==> src/rtl/dcache_pkg.sv <==
// Shared definitions for the direct-mapped write-through data cache:
// controller state encoding and address-split width helpers.
package dcache_pkg;

    // Controller states
    typedef enum logic [1:0] {
        S_IDLE  = 2'd0,
        S_WAIT  = 2'd1,
        S_FILL  = 2'd2,
        S_WRITE = 2'd3
    } state_t;

    localparam int ADDR_W         = 32;
    localparam int WORD_BYTE_BITS = 2;

    // Word-offset field width inside a line
    function automatic int offset_bits(input int words_per_line);
        return $clog2(words_per_line);
    endfunction

    // Line-index field width
    function automatic int index_bits(input int num_lines);
        return $clog2(num_lines);
    endfunction

    // Tag width: everything above index and offset
    function automatic int tag_bits(input int words_per_line, input int num_lines);
        return ADDR_W - WORD_BYTE_BITS - $clog2(words_per_line) - $clog2(num_lines);
    endfunction

endpackage

==> src/rtl/dcache_array.sv <==
// Valid/tag/data storage for the direct-mapped cache.
// Combinational read port; one synchronous word-write port and a
// line-validate strobe that share the write index.
module dcache_array
    import dcache_pkg::*;
#(
    parameter int NUM_LINES = 16,
    parameter int IDX_W     = 4,
    parameter int OFF_W     = 2,
    parameter int TAG_W     = 24
) (
    input  logic             clk,
    input  logic             reset,
    input  logic [IDX_W-1:0] rindex,
    input  logic [OFF_W-1:0] roff,
    output logic             rvalid,
    output logic [TAG_W-1:0] rtag,
    output logic [31:0]      rdata,
    input  logic             we,
    input  logic [IDX_W-1:0] windex,
    input  logic [OFF_W-1:0] woff,
    input  logic [31:0]      wdata,
    input  logic             validate,
    input  logic [TAG_W-1:0] vtag
);

    localparam int DEPTH = NUM_LINES << OFF_W;

    logic [NUM_LINES-1:0] valid_q;
    logic [TAG_W-1:0]     tag_q  [NUM_LINES];
    logic [31:0]          data_q [DEPTH];

    // Valid bits: cleared by reset, set when a fill completes
    always_ff @(posedge clk) begin
        if (reset) begin
            valid_q <= '0;
        end else if (validate) begin
            valid_q[windex] <= 1'b1;
        end
    end

    // Tag captured together with the validate strobe
    always_ff @(posedge clk) begin
        if (validate) begin
            tag_q[windex] <= vtag;
        end
    end

    // Word write (fill data or store hit)
    always_ff @(posedge clk) begin
        if (we) begin
            data_q[{windex, woff}] <= wdata;
        end
    end

    // Combinational lookup
    always_comb begin
        rvalid = valid_q[rindex];
        rtag   = tag_q[rindex];
        rdata  = data_q[{rindex, roff}];
    end

endmodule

==> src/rtl/dcache_ctrl.sv <==
// Direct-mapped, write-through, no-write-allocate data cache controller
// sitting between the M stage and main memory. Misses and stores are
// timed by an internal latency counter; one combinational stall goes to
// the hazard unit. Read hit/miss statistics are exported.
//
// Handshake: memread/memwrite are requests sampled only in IDLE; the core
// holds addr/writedata/requests stable while stall=1. A load completes in
// the cycle stall=0 with readdata valid; a store completes in the single
// stall=0 cycle that follows the memory write strobe.
module dcache_ctrl
    import dcache_pkg::*;
#(
    parameter int NUM_LINES      = 16,
    parameter int WORDS_PER_LINE = 4,
    parameter int MISS_CYCLES    = 10
) (
    input  logic        clk,
    input  logic        reset,
    input  logic        memread,
    input  logic        memwrite,
    input  logic [31:0] addr,
    input  logic [31:0] writedata,
    output logic [31:0] readdata,
    output logic        stall,
    output logic [31:0] mem_addr,
    output logic [31:0] mem_wdata,
    output logic        mem_we,
    input  logic [31:0] mem_rdata,
    output logic [31:0] hit_count,
    output logic [31:0] miss_count
);

    localparam int OB = offset_bits(WORDS_PER_LINE);
    localparam int IB = index_bits(NUM_LINES);
    localparam int TB = tag_bits(WORDS_PER_LINE, NUM_LINES);
    localparam int CW = $clog2(MISS_CYCLES + 1);

    localparam logic [CW-1:0] CNT_INIT  = CW'(MISS_CYCLES - 1);
    localparam logic [OB-1:0] LAST_WORD = OB'(WORDS_PER_LINE - 1);

    state_t        state;
    logic [CW-1:0] cnt;
    logic [OB-1:0] fill_idx;
    logic          wdone;

    logic [OB-1:0] addr_off;
    logic [IB-1:0] addr_idx;
    logic [TB-1:0] addr_tag;
    logic          addr_unused;

    logic          arr_valid;
    logic [TB-1:0] arr_tag;
    logic [31:0]   arr_rdata;
    logic          arr_we;
    logic [OB-1:0] arr_woff;
    logic [31:0]   arr_wdata;
    logic          arr_validate;
    logic          hit;
    logic          write_last;

    assign addr_off    = addr[OB+1:2];
    assign addr_idx    = addr[OB+IB+1:OB+2];
    assign addr_tag    = addr[31:OB+IB+2];
    assign addr_unused = ^addr[1:0];

    assign hit        = arr_valid && (arr_tag == addr_tag);
    assign write_last = (state == S_WRITE) && (cnt == '0);

    dcache_array #(
        .NUM_LINES (NUM_LINES),
        .IDX_W     (IB),
        .OFF_W     (OB),
        .TAG_W     (TB)
    ) u_array (
        .clk      (clk),
        .reset    (reset),
        .rindex   (addr_idx),
        .roff     (addr_off),
        .rvalid   (arr_valid),
        .rtag     (arr_tag),
        .rdata    (arr_rdata),
        .we       (arr_we),
        .windex   (addr_idx),
        .woff     (arr_woff),
        .wdata    (arr_wdata),
        .validate (arr_validate),
        .vtag     (addr_tag)
    );

    // Array write controls; suppressed in a reset cycle so an aborted
    // fill or store leaves nothing behind
    always_comb begin
        arr_we       = 1'b0;
        arr_woff     = addr_off;
        arr_wdata    = writedata;
        arr_validate = 1'b0;
        if (!reset) begin
            if (state == S_FILL) begin
                arr_we       = 1'b1;
                arr_woff     = fill_idx;
                arr_wdata    = mem_rdata;
                arr_validate = (fill_idx == LAST_WORD);
            end else if (write_last && hit) begin
                arr_we = 1'b1;
            end
        end
    end

    // Memory-side outputs: line-fill address in FILL, word address otherwise
    always_comb begin
        mem_wdata = writedata;
        mem_we    = write_last && !reset;
        if (state == S_FILL) begin
            mem_addr = {addr_tag, addr_idx, fill_idx, 2'b00};
        end else begin
            mem_addr = {addr[31:2], 2'b00};
        end
    end

    // Stall to the hazard unit and load data
    always_comb begin
        readdata = arr_rdata;
        stall    = 1'b1;
        if (state == S_IDLE) begin
            if (wdone) begin
                stall = 1'b0;
            end else if (memwrite) begin
                stall = 1'b1;
            end else if (memread) begin
                stall = !hit;
            end else begin
                stall = 1'b0;
            end
        end
    end

    // Controller FSM, latency counter and statistics
    always_ff @(posedge clk) begin
        if (reset) begin
            state      <= S_IDLE;
            cnt        <= '0;
            fill_idx   <= '0;
            wdone      <= 1'b0;
            hit_count  <= '0;
            miss_count <= '0;
        end else begin
            case (state)
                S_IDLE: begin
                    if (wdone) begin
                        wdone <= 1'b0;
                    end else if (memwrite) begin
                        state <= S_WRITE;
                        cnt   <= CNT_INIT;
                    end else if (memread) begin
                        if (hit) begin
                            hit_count <= hit_count + 32'd1;
                        end else begin
                            miss_count <= miss_count + 32'd1;
                            state      <= S_WAIT;
                            cnt        <= CNT_INIT;
                        end
                    end
                end
                S_WAIT: begin
                    if (cnt == '0) begin
                        state    <= S_FILL;
                        fill_idx <= '0;
                    end else begin
                        cnt <= cnt - 1'b1;
                    end
                end
                S_FILL: begin
                    fill_idx <= fill_idx + 1'b1;
                    if (fill_idx == LAST_WORD) begin
                        state <= S_IDLE;
                    end
                end
                S_WRITE: begin
                    if (cnt == '0) begin
                        wdone <= 1'b1;
                        state <= S_IDLE;
                    end else begin
                        cnt <= cnt - 1'b1;
                    end
                end
                default: state <= S_IDLE;
            endcase
        end
    end

endmodule

==> config.mk <==
export PLATFORM = sky130hd
export DESIGN_NAME = dcache_ctrl
export DESIGN_NICKNAME = d
export VERILOG_FILES = /design/src/rtl/dcache_pkg.sv /design/src/rtl/dcache_array.sv /design/src/rtl/dcache_ctrl.sv
export SDC_FILE = /design/constraint.sdc
export NUM_CORES = 2
export LEC_CHECK = 0
export ABC_CLOCK_PERIOD_IN_PS = 8460
export BUFFER_PORTS_ARGS = -buffer_cell sky130_fd_sc_hd__buf_2
export CORE_MARGIN = 8
export CORE_UTILIZATION = 30
export CTS_CLUSTER_DIAMETER = 120
export DETAILED_ROUTE_END_ITERATION = 7
export PLACE_DENSITY = 0.53
export SLEW_MARGIN = 10
export SYNTH_ARGS = -nofsm -noshare
export SYNTH_HDL_FRONTEND = slang
export SYNTH_HIERARCHICAL = 1
export SYNTH_SLANG_ARGS = --single-unit
==> constraint.sdc <==
create_clock -name clk -period 8.46 [get_ports clk]
set_clock_uncertainty 0.05 [all_clocks]
set_input_delay 0.423 -clock clk [delete_from_list [all_inputs] [get_ports clk]]
set_output_delay 0.423 -clock clk [all_outputs]
set_load 0.03 [all_outputs]
After elaboration in Yosys (flattened, before gate mapping)
Memories as Yosys holds them, arrays and structs flattened. Cells that the tools add are included.

Equality and inequality tests: 12. Bitwise logic cells: 4. Reductions and logical operators: 19. Muxes and demuxes: 39. Add/subtract/negate cells: 4. $lt $le $gt $ge: 2.

Operators with widths (count): $add 32x1->32 const B (2); $mux 32 (2); $eq 24x24->1 (1); $mux 4 (6); $mux 2 (9); $mux 1 (16); $or 16x16->16 (1); $reduce_and 5->1 (3); $pmux 2 s4 (1); $pmux 4 s2 (1); $eq 2x2->1 const B (3); $ne 2x2->1 const B (3); $ne 3x3->1 const B (2); $reduce_and 6->1 (1); $reduce_bool 2->1 (3); $logic_and 1x1->1 (5); $lt 4x5->1 const B (1); $bmux 1 s4 (1); $demux 1 s4 (1); $ge 4x1->1 const B (1); $logic_not 4->1 (1); $ne 2x1->1 const B (2); $pmux 2 s2 (1); $reduce_and 2->1 (2); 8 further kinds (11).

Logic and storage cells: 89. Memory bits (writable): 2432. Memories kept: 2. Register bits after elaboration: 89.

Memory list: u_array.data_q (depth 64, bits a word 32, read ports 1, clocked after memory_dff 0, write ports 1, RTL line dcache_array.sv:31) `logic [31:0] data_q [DEPTH];`; u_array.tag_q (depth 16, bits a word 24, read ports 1, clocked after memory_dff 0, write ports 1, RTL line dcache_array.sv:30) `logic [TAG_W-1:0] tag_q [NUM_LINES];`.

Logic depth before layout (Yosys ltp)
Word-level depth: 9. Mapped depth: 16.

By module
The synthesis kept the hierarchy.

Modules (own cells, without submodules): dcache_array (cells each 3881, seq. area each 73350.3 µm², area an instance 93126.8 µm², times used 1); dcache_ctrl (cells each 598, seq. area each 1461.4 µm², area an instance 4928.5 µm², times used 1).

Worst setup path before layout
Ideal clock, no wire load.

Kind: input to register. From: input addr[4]. To: memory u_array.data_q[29][0] (enable). Arrival time: 5.732 ns. Stages on the path: 14. Library setup time: 0.421 ns. Setup slack: 2.257 ns. Cells stage by stage: buf_2 clkbuf_1 mux4_2 mux4_2 xnor2_1 nand4_1 nor4_2 and2_0 clkbuf_1 clkbuf_1 a21o_1 nor2b_1 nand3_1 nor2_1.

Word-level cells in the longest chain between the ends: 9. Elaborated cells between the ends (all ways): 11. Those cells by class: eq/ne (1); mux (7); reduce/logical (2); memory (1).

Ends and longest elaborated chain: from (decl) (RTL line dcache_ctrl.sv:21) `input logic [31:0] addr,`; $mem_v2 16x24; net arr_tag[4] (RTL line dcache_ctrl.sv:52) `logic [TB-1:0] arr_tag;`; $eq 24x24->1 (RTL line dcache_ctrl.sv:66) `assign hit = arr_valid && (arr_tag == addr_tag);`; $logic_and 1x1->1 (RTL line dcache_ctrl.sv:66); $logic_and 1x1->1 (RTL line dcache_ctrl.sv:103) `end else if (write_last && hit) begin`; $mux 1 (RTL line dcache_ctrl.sv:103); $mux 1 (RTL line dcache_ctrl.sv:98) `if (state == S_FILL) begin`; $mux 1 (RTL line dcache_ctrl.sv:97) `if (!reset) begin`; net arr_we (RTL line dcache_ctrl.sv:54) `logic arr_we;`; $mux 1 (RTL line dcache_array.sv:51) `if (we) begin`; $mux 1 (implied by the code) (RTL line dcache_array.sv:52) `data_q[{windex, woff}] <= wdata;`; to (decl) (RTL line dcache_array.sv:31).

The timed path passes the listed nets, and every way through them passes these cells. The select of a mux whose other input is x is not followed.

Final worst setup path
From: input addr[4]. To: memory u_array.data_q[5][16] (enable).

The elaborated chain is that of the path after synthesis.

==> impl_metrics.env <==
export IMPL_powerDensity_nw_per_um2=235
export IMPL_grt_usage_pct=15.0
export IMPL_synth_main_ff_cell="edfxtp_1"
export IMPL_wl_per_cell_microns=28.2
export IMPL_pwr_share_comb_pct=6.6
export IMPL_grt_use_met2_pct=25.8
export IMPL_synthCells=4479
export IMPL_firstDrtPassIters=6
export IMPL_clockBufferDepth=4
export IMPL_tightest_slew_ns=1.32
export IMPL_clockRootBuffer="clkbuf_16"
export IMPL_cp_max_fo=72
export IMPL_synth_top_cell_by_area="edfxtp_1"
export IMPL_nets=5027
export IMPL_max_slew_margin_rel_pct=11.2
export IMPL_min_period_over_period_pct=67.8
export IMPL_place_inst=8975
export IMPL_grt_pass1_vias=48800
export IMPL_async_flop_share_pct=0
export IMPL_max_freq_mhz=174
export IMPL_yosys_area_share_simple_pct=2.25
export IMPL_yosys_cell_count_top_type="edfxtp_1"
export IMPL_drt_iter0_drc=4915
export IMPL_min_period_ns=5.74
export IMPL_cts_resized=0
export IMPL_grt_pass1_wl_mm=375
export IMPL_cts_sinks=2521
export IMPL_p_seq_share_pct=52.2
export IMPL_endpoint_kind="flip-flop"
export IMPL_synthAdderAreaFrac_pct=0.0510
export IMPL_drive_above_1_share_pct=31.5
export IMPL_cts_tree="yes"
export IMPL_rsz0062_at_grt="no"
export IMPL_finalSetupViolations=0
export IMPL_drc=0
export IMPL_pin_count=262
export IMPL_max_stage_delay_ns=0.63
export IMPL_cap_viol_max_count=0
export IMPL_ys_seq_area_share_pct=76.3
export IMPL_criticalPathCategory="primary input to flip-flop"
export IMPL_internal_power_mw=20.7
export IMPL_drt_total_wl_mm=267
export IMPL_clockPowerShare_pct=41.2
export IMPL_crit_required_ns=8.93
export IMPL_synth_cell_types=64
export IMPL_met1_usage_pct=20.0
export IMPL_core_area_sq_um=326000
export IMPL_synthTopCellsByArea="edfxtp_1 (74%), mux4_2 (15%), dfxtp_1 (1.8%)"
export IMPL_synth_compound_area_share_pct=2.32
export IMPL_instances_no_fill=9467
export IMPL_cts_buffers_inserted=266
export IMPL_clkTransAtPathRegs_ns=0.06
export IMPL_insertion_delay_ns=0.84
export IMPL_cts_max_level=5
export IMPL_die_height_microns=588
export IMPL_grt_max_degree=104
export IMPL_overflow=0
export IMPL_crit_arrival_ns=6.21
export IMPL_die_w_microns=588
export IMPL_placementRows=210
export IMPL_start_util_pct=30.0
export IMPL_p_leak_nw=35.2
export IMPL_dp_hpwl_mm=153
export IMPL_p_sw_share_pct=22.4
export IMPL_hold_viol_final=0
export IMPL_critPathSlowestCell="nor2_4"
export IMPL_synth_warnings=6
export IMPL_synth_area_sq_um=98100
export IMPL_synth_xor_xnor_area_share_pct=0.295
export IMPL_die_area_sq_um=345000
export IMPL_synth_top_cell_area_share_pct=74.5
export IMPL_postRouteAntennaNets=0
export IMPL_synth_top_family_by_area="multiplexers"
export IMPL_vdd_drop_max_uv=169
export IMPL_slew_viol_final=0
export IMPL_io_buffers=257
export IMPL_synth_commonest_cells="edfxtp_1 (2432), mux4_2 (663), nor2_1 (189), buf_4 (115), mux2i_1 (102)"
export IMPL_viasPerCell=5.05
export IMPL_crit_chain="buf_8 > buf_12 > mux4_2 > mux4_2 > xnor2_1 > nand4_1 > nor4_2 > buf_4 > and2_0 > a21o_1 > nor2b_1 > nand3_1 > buf_4 > nor2_4 > buf_12"
export IMPL_ctsHoldBuffers=26
export IMPL_hold_class="primary input to flip-flop"
export IMPL_p_switching_mw=5.99
export IMPL_fin_setup_tns_ns=0
export IMPL_globalplace_congestion=0.764
export IMPL_syn_area_per_cell_sq_um=21.9
export IMPL_antenna_found_initial=16
export IMPL_outcome="finished clean"
export IMPL_grtUsageMet3_pct=2.31
export IMPL_ys_ff_latch=2521
export IMPL_postCtsSetupBuffers=0
export IMPL_area_delta_synth_final_pct=16.0
export IMPL_synth_edff_count=2432
export IMPL_vias=47800
export IMPL_grt_busiest_layer="met2"
export IMPL_synth_mux_area_share_pct=16.9
export IMPL_crit_path_start_kind="primary input"
## final timing paths
path | startpoint | to | slack, ns | depth (start not counted)
worst max-delay path | addr[4] | u_array/data_q[5][16] | 2.72 | 15
worst min-delay path | reset | u_array/valid_q[0] | 0.13 | 2
worst max register to register | u_array/tag_q[8][3] | u_array/data_q[5][16] | 3.01 | 13
worst min register to register | u_array/valid_q[5] | u_array/valid_q[5] | 0.42 | 2
## power groups by stage
stage | Sequential, mW | Clock, mW | Combinational, mW
6_report | 13.9 | 11.0 | 1.76
5_1_grt | 13.9 | 11.7 | 1.87
4_1_cts | 13.9 | 11.3 | 1.81
3_5_place_dp | 14.2 | 0 | 1.80
3_3_place_gp | 14.2 | 0 | 1.77
2_1_floorplan | 14.2 | 0 | 1.01
## stage by stage
stage	cell area (sq um)	power, mW	util [%]	worst slack [ns]	hold slack, ns
floorplan	98100	15.2	-	2.26	0.385
global placement	105000	16.0	32.3	1.60	0.394
detailed placement	105000	16.0	32.3	1.69	0.410
CTS	114000	27.0	34.8	2.57	0.0706
global route	114000	27.5	34.8	2.37	0.117
finish	114000	26.7	34.9	2.72	0.132
## area by class of cell
cell class              count  area, sq um
clock inverters           119          986
inverters                  24         90.1
multi-input cells        1636        22100
flip-flops and latches   2521        74800
diodes                      8         20.0
fillers                 30300       213000
repair buffers            474         3240
well taps                4346         5440
clock buffers             339         7050
## cell usage in the layout, fill, tap and decap left out, types with 9 or more instances in the layout
master,count
a211oi_1,22
a21oi_1,84
a221oi_1,19
a22o_1,23
a22oi_1,73
a32o_1,9
and3_1,12
buf_12,17
buf_2,251
buf_4,176
bufinv_16,12
clkbuf_1,66
clkbuf_16,270
clkinv_1,58
clkinv_2,26
dfxtp_1,89
dlygate4sd3_1,26
edfxtp_1,2432
inv_1,22
inv_6,10
mux2_2,49
mux2_4,10
mux2i_1,102
mux4_2,663
nand2_1,42
nand3_1,43
nand4_1,28
nor2_1,108
nor2_4,81
nor2b_1,20
nor3_1,13
nor4_1,16
o21ai_0,35
o22ai_1,13
or3_1,21
or4_1,11
xnor2_1,20
xor2_1,13
## cell families after synthesis
logic type	count (synthesis)
buffers and inverters	323
AOI/OAI and AO/OA	329
and+or+nand+nor	444
DFF	2521
adders and majority gates	4
xor gates and xnor gates	33
muxes	824
other	1
## per-layer routing
layer / vias up / wire length (microns)
li1: 19800 / -
met1: 26000 / 110000
met2: 1657 / 134000
met3: 367 / 16100
met4: 0 / 6200
met5: - / 0
## worst max-delay path, delay by kind of cell
family | cells | cell delay, ns
mux | 2 | 1.04
compound gates | 1 | 0.36
simple gates | 6 | 2.05
xor+xnor | 1 | 0.27
buf+inv | 5 | 1.86
## sequential cells by signal (all words and copies together), names as in the netlist
register,cells
state,2
miss_count,32
u_array/tag_q,384
wdone,1
u_array/data_q,2048
cnt,4
hit_count,32
u_array/valid_q,16
fill_idx,2
Note: power is estimated with default switching activity, not from simulation.
